<file path="src/rtl/jb_dl_dfe_stream_en_ctrl.sv">
// Frame-aligned commit of per-carrier DL DFE stream enables; latency: commit 1 cycle after marker edge (+cfg_apply_dly x1en ticks).
// Backpressure: none; a request while busy is dropped and flagged. Optional marker watchdog: JB_DL_DFE_STREAM_CTRL_WDOG_EN.
// All outputs registered; cfg_abort overrides every transition in its cycle.
module jb_dl_dfe_stream_en_ctrl #(
    parameter int N_CARRIERS = 2,
    parameter int N_ANTENNAS = 4,
    parameter int DLY_W      = 16
) (
    input  logic                             clk_1x,
    input  logic                             reset,
    input  logic [N_CARRIERS-1:0]            clk_x1en,
    input  logic [N_CARRIERS-1:0]            dl_dfe_frm_mrkr,
    input  logic [N_CARRIERS*N_ANTENNAS-1:0] cfg_stream_en_req,
    input  logic                             cfg_update_req,
    input  logic                             cfg_abort,
    input  logic [DLY_W-1:0]                 cfg_apply_dly,
    input  logic [DLY_W-1:0]                 cfg_mrkr_timeout,
    output logic [N_CARRIERS*N_ANTENNAS-1:0] dl_stream_en,
    output logic                             update_busy,
    output logic                             update_done,
    output logic [15:0]                      update_cnt,
    output logic                             req_drop,
    output logic [N_CARRIERS-1:0]            mrkr_timeout
);

    localparam int MAP_W = N_CARRIERS * N_ANTENNAS;
    localparam logic [DLY_W-1:0] DLY_ONE = 1;

    typedef enum logic [1:0] {
        ST_IDLE  = 2'd0,
        ST_ARMED = 2'd1,
        ST_DELAY = 2'd2
    } state_t;

    state_t                  r_state     [N_CARRIERS];
    state_t                  w_state_nxt [N_CARRIERS];
    logic [DLY_W-1:0]        r_dly_cnt   [N_CARRIERS];
    logic [N_CARRIERS-1:0]   r_mrkr_prev;
    logic [MAP_W-1:0]        r_shadow;
    logic [MAP_W-1:0]        r_stream_en;
    logic                    r_busy;
    logic                    r_done;
    logic [15:0]             r_cnt;
    logic                    r_req_drop;
    logic                    r_any_commit;

    logic                    w_arm;
    logic                    w_drop;
    logic [N_CARRIERS-1:0]   w_edge;
    logic [N_CARRIERS-1:0]   w_commit;
    logic [N_CARRIERS-1:0]   w_tmo;
    logic                    w_busy_nxt;
    logic                    w_done;

`ifdef JB_DL_DFE_STREAM_CTRL_WDOG_EN
    logic [DLY_W-1:0]        r_tmo_cnt   [N_CARRIERS];
    logic [N_CARRIERS-1:0]   r_mrkr_tmo;
`else
    logic                    w_unused_tmo;
    assign w_unused_tmo = ^{cfg_mrkr_timeout, w_tmo};
`endif

    // State register
    always_ff @(posedge clk_1x) begin
        for (int c = 0; c < N_CARRIERS; c++) begin
            if (reset) begin
                r_state[c] <= ST_IDLE;
            end else begin
                r_state[c] <= w_state_nxt[c];
            end
        end
    end

    // Next-state logic; abort is applied last so it overrides everything
    always_comb begin
        w_arm    = cfg_update_req && !cfg_abort && !r_busy;
        w_drop   = cfg_update_req && !cfg_abort && r_busy;
        w_edge   = '0;
        w_commit = '0;
        w_tmo    = '0;
        for (int c = 0; c < N_CARRIERS; c++) begin
            w_state_nxt[c] = r_state[c];
            w_edge[c]      = clk_x1en[c] & dl_dfe_frm_mrkr[c] & ~r_mrkr_prev[c];
            case (r_state[c])
                ST_IDLE: begin
                    if (w_arm) begin
                        w_state_nxt[c] = ST_ARMED;
                    end
                end
                ST_ARMED: begin
                    if (w_edge[c]) begin
                        if (cfg_apply_dly == '0) begin
                            w_commit[c]    = 1'b1;
                            w_state_nxt[c] = ST_IDLE;
                        end else begin
                            w_state_nxt[c] = ST_DELAY;
                        end
                    end
`ifdef JB_DL_DFE_STREAM_CTRL_WDOG_EN
                    else if (clk_x1en[c] && (r_tmo_cnt[c] + DLY_ONE == cfg_mrkr_timeout)) begin
                        w_tmo[c]       = 1'b1;
                        w_state_nxt[c] = ST_IDLE;
                    end
`endif
                end
                ST_DELAY: begin
                    if (clk_x1en[c] && (r_dly_cnt[c] == cfg_apply_dly)) begin
                        w_commit[c]    = 1'b1;
                        w_state_nxt[c] = ST_IDLE;
                    end
                end
                default: w_state_nxt[c] = ST_IDLE;
            endcase
            if (cfg_abort) begin
                w_state_nxt[c] = ST_IDLE;
                w_commit[c]    = 1'b0;
                w_tmo[c]       = 1'b0;
            end
        end
    end

    // Output decode: done only when the update ends with at least one commit
    always_comb begin
        w_busy_nxt = 1'b0;
        for (int c = 0; c < N_CARRIERS; c++) begin
            if (w_state_nxt[c] != ST_IDLE) begin
                w_busy_nxt = 1'b1;
            end
        end
        w_done = r_busy && !cfg_abort && !w_busy_nxt && (r_any_commit || (|w_commit));
    end

    always_ff @(posedge clk_1x) begin
        if (reset) begin
            r_mrkr_prev  <= '0;
            r_shadow     <= '0;
            r_stream_en  <= '0;
            r_busy       <= 1'b0;
            r_done       <= 1'b0;
            r_cnt        <= '0;
            r_req_drop   <= 1'b0;
            r_any_commit <= 1'b0;
            for (int c = 0; c < N_CARRIERS; c++) begin
                r_dly_cnt[c] <= '0;
            end
        end else begin
            for (int c = 0; c < N_CARRIERS; c++) begin
                if (clk_x1en[c]) begin
                    r_mrkr_prev[c] <= dl_dfe_frm_mrkr[c];
                end
                if (r_state[c] == ST_ARMED && w_edge[c]) begin
                    r_dly_cnt[c] <= DLY_ONE;
                end else if (r_state[c] == ST_DELAY && clk_x1en[c]) begin
                    r_dly_cnt[c] <= r_dly_cnt[c] + DLY_ONE;
                end
                if (w_commit[c]) begin
                    r_stream_en[c*N_ANTENNAS +: N_ANTENNAS] <= r_shadow[c*N_ANTENNAS +: N_ANTENNAS];
                end
            end
            if (w_arm) begin
                r_shadow <= cfg_stream_en_req;
            end
            if (w_drop) begin
                r_req_drop <= 1'b1;
            end
            r_busy <= w_busy_nxt;
            r_done <= w_done;
            if (w_done) begin
                r_cnt <= r_cnt + 16'd1;
            end
            if (!w_busy_nxt) begin
                r_any_commit <= 1'b0;
            end else if (|w_commit) begin
                r_any_commit <= 1'b1;
            end
        end
    end

`ifdef JB_DL_DFE_STREAM_CTRL_WDOG_EN
    always_ff @(posedge clk_1x) begin
        if (reset) begin
            r_mrkr_tmo <= '0;
            for (int c = 0; c < N_CARRIERS; c++) begin
                r_tmo_cnt[c] <= '0;
            end
        end else begin
            for (int c = 0; c < N_CARRIERS; c++) begin
                if (w_arm) begin
                    r_tmo_cnt[c] <= '0;
                end else if (r_state[c] == ST_ARMED && clk_x1en[c] && !w_edge[c]) begin
                    r_tmo_cnt[c] <= r_tmo_cnt[c] + DLY_ONE;
                end
                if (w_tmo[c]) begin
                    r_mrkr_tmo[c] <= 1'b1;
                end
            end
        end
    end
    assign mrkr_timeout = r_mrkr_tmo;
`else
    assign mrkr_timeout = '0;
`endif

    assign dl_stream_en = r_stream_en;
    assign update_busy  = r_busy;
    assign update_done  = r_done;
    assign update_cnt   = r_cnt;
    assign req_drop     = r_req_drop;

endmodule

</file>
<file path="config.mk">
export PLATFORM = sky130hd
export DESIGN_NAME = jb_dl_dfe_stream_en_ctrl
export DESIGN_NICKNAME = d
export VERILOG_FILES = /design/src/rtl/jb_dl_dfe_stream_en_ctrl.sv
export SDC_FILE = /design/constraint.sdc
export NUM_CORES = 1
export LEC_CHECK = 0
export CAP_MARGIN = 40
export CORE_UTILIZATION = 32
export CTS_CLUSTER_SIZE = 40
export DETAILED_ROUTE_END_ITERATION = 8
export PLACE_DENSITY = 0.52
export RECOVER_POWER = 50
export SLEW_MARGIN = 0
export SYNTH_ARGS = -nofsm -noshare
export SYNTH_HDL_FRONTEND = slang
export SYNTH_SLANG_ARGS = --single-unit
</file>
<file path="constraint.sdc">
create_clock -name clk_1x -period 6.4 [get_ports clk_1x]
set_input_delay 1.28 -clock clk_1x [delete_from_list [all_inputs] [get_ports clk_1x]]
set_output_delay 1.28 -clock clk_1x [all_outputs]
set_load 0.005 [all_outputs]
</file>
==> results.yml <==
power:
  vdd.ir_drop.worst_mv: 0.0935
  p_int_mw: 0.883
  switchingPower_mw: 0.263
  p_sw_share_pct: 23.0
  seq_power_share_pct: 45.3
  pwr-share-comb_pct: 7.5
  p_per_area_nw_per_um2: 222
  clockPowerShare_pct: 47.3
  p_leak_nw: 1.81
grt:
  antenna_found_initial: 0
  grt_overflow: 0
  grt_pass1_wl_mm: 15.6
  grt_max_degree: 47
  grt.total_usage_pct: 15.2
  grt_pass1_vias: 3147
worst_setup_path:
  crit_chain: "clkdlybuf4s50_1, xnor2_1, nand4_1, nor4_2, a41o_1, o21ai_1, or3_4, or4_1, a21oi_1"
  cp-startpoint: "cfg_apply_dly[9]"
  ff2ff_setup_slack_ns: 3.16
  worstPathArrival_ns: 4.48
  slowest_stage: "clkdlybuf4s50_1"
  crit_type: "in2reg"
  crit-reg2reg-launch: "r_dly_cnt[0][6]"
  reg2reg_depth: 8
  critPathCaptureType: "flip-flop"
  critPathRequiredTime_ns: 6.64
  crit_path_max_incr_delay_ns: 0.59
  path_max_fanout: 23
  rr_endpoint: "update_cnt[13]"
  cp-start-kind: "input pin"
synthesis:
  syn-instance-count: 447
  synthFlopType: "dfxtp_1"
  synthArstFlopShare_pct: 0
  synth-edff-count: 32
  ys_ff_latch: 74
  synth_area_sq_um: 4120
  yosys.area.top_type: "edfxtp_1"
  yosys_warnings: 0
  yosys-top-cells-area: "edfxtp_1 (23%), dfxtp_1 (20%), xor2_1 (7.2%)"
  synth_top_area_share_pct: 23.3
  synth_seq_area_share_pct: 43.7
  avgSynthCellArea_sq_um: 9.22
  yosysUniqueCellTypes: 55
  netlist_top_cells_count: "nor2_1 (57), nand2_1 (46), dfxtp_1 (42)"
  synth.most_common_cell: "nor2_1"
final_layout:
  syn2layout_area_growth_pct: 25.1
  fin_area_sq_um: 5160
  final_nets: 561
  antenna_cells: 0
  multi_input_area_sq_um: 2190
  register_area_sq_um: 1800
  instances_no_fill: 679
  post-route-util_pct: 41.0
  final_layout_size_suffix_gt1_share_pct: 4.93
  fillers: 1259
clock_tree:
  ctsResizeCount: 0
  cts_tree: "built"
  clk_path_buf_depth: 2
  htreeDepth: 3
  insertion_delay_ns: 0.34
  cts_sinks: 74
  cts_setup_buffers: 0
  cts_buffers: 9
  cts-root-buf: "clkbuf_16"
  clk_pin_slew_ns: 0.06
  hold_buffers: 0
routing:
  vias: 3315
  drt_pass1_iterations: 4
  drt-wirelength-per-cell_um: 14.0
  drtAntennaViolNets: 0
  drt_iter0_drc: 94
  drc_errors: 0
  wl_mm: 9.53
  viasPerCell: 4.88
placed_design:
  dp_cells: 663
  place.gp.congestion: 0.751
  port_buffers: 58
  hpwl_mm: 6.92
  post_dp_cell_area_sq_um: 4840
timing:
  whs_ns: 0.459
  fmax_ghz: 0.236
  rsz0062_at_grt: "no"
  worst_slew_pin_slew_ns: 2.09
  finalSetupTns_ns: 0
  finalCritPeriodShare_pct: 66.2
  finalHoldViolations: 0
  skew_ns: 0.00749
  setup-violations-final: 0
  slew_violations: 47
  fin_crit_ns: 4.24
  slew_headroom_pct: -39.3
die:
  num_rows: 41
  core-area_sq_um: 12600
  ioPinCount: 77
  initial_core_util_pct: 32.8
  die_h_um: 116
  die-area_sq_um: 13300
  die_width_um: 116
min_path:
  hp-class: "reg2reg"
  whs_endpoint: "r_shadow[7]"
  holdPathStages: 2
  min_from: "r_shadow[7]"
status:
  violations: "max-capacitance violations, max-slew violations"
  outcome: "finished with violations"
flow_run:
  cap_violations: 1
==> power groups by stage <==
stage                     clock [mW]  sequential [mW]  combinational [mW]
after floorplan                    0            0.524              0.0511
after global placement             0            0.529              0.0856
after detailed placement           0            0.529              0.0866
after CTS                      0.555            0.519              0.0871
after global routing           0.574            0.521              0.0946
final                          0.542            0.519              0.0856
==> critical path, delay by kind of cell <==
family	cells	cell delay, ns
xor gates and xnor gates	1	0.16
AOI/OAI and AO/OA	3	0.84
and+or+nand+nor	4	1.61
buffers and inverters	1	0.59
==> registers in the layout, indices dropped and copies added, names as in the netlist <==
name / cells
dl_stream_en: 8
r_any_commit: 1
r_dly_cnt: 32
r_mrkr_prev: 2
r_shadow: 8
r_state: 4
req_drop: 1
update_busy: 1
update_cnt: 16
update_done: 1
==> per-stage QoR <==
step | power (mW) | worst slack (ns)
floorplan | 0.576 | 2.76
global placement | 0.614 | 1.79
detailed placement | 0.616 | 1.81
CTS | 1.16 | 2.16
global route | 1.19 | 1.89
finish | 1.15 | 2.16
==> placed cells by master (no fill, tap or decap), types with 20 or more instances in the layout <==
cell and count:
a21oi_1 33, dfxtp_1 42, nand3_1 20, edfxtp_1 32
xnor2_1 27, clkdlybuf4s50_1 30, xor2_1 34, dlygate4sd3_1 28
nor2_1 57, nand2_1 46
==> routing by layer <==
layer  vias up  routed length, um  global-route usage (%)
li1       1691                  -                       -
met1      1576               4580                    19.6
met2        35               4510                    24.8
met3        13                220                    2.09
met4         0                212                    7.97
met5         -                  0                       0
==> worst max path at each step <==
stage	end	slack (ns)
after floorplan	update_cnt[15]	2.76
after global placement	update_cnt[15]	1.79
final	update_cnt[13]	2.16
after CTS	update_cnt[15]	2.16
after global routing	r_dly_cnt[1][0]	1.89
after detailed placement	update_cnt[15]	1.81
==> kinds of logic (layout without fill, tap and decap cells) <==
kind of cell,count (synthesis),after routing,share of synthesized area [%]
xor+xnor,61,61,13.0
compound gates,69,69,10.0
flops,74,74,43.7
mux,10,10,2.46
other cells,1,2,0.0910
fa+ha+maj,11,11,3.34
buf+inv,28,87,3.25
simple gates,193,193,24.2
==> final cells by class <==
cell class / count / area share, %
clock buffers: 11 / 5.12
clock inverters: 5 / 1.09
inverters: 12 / 0.873
multi-input cells: 346 / 42.5
flip-flops and latches: 74 / 34.9
well taps: 172 / 4.17
repair buffers: 59 / 11.3
Power figures use the tool's default switching activity.
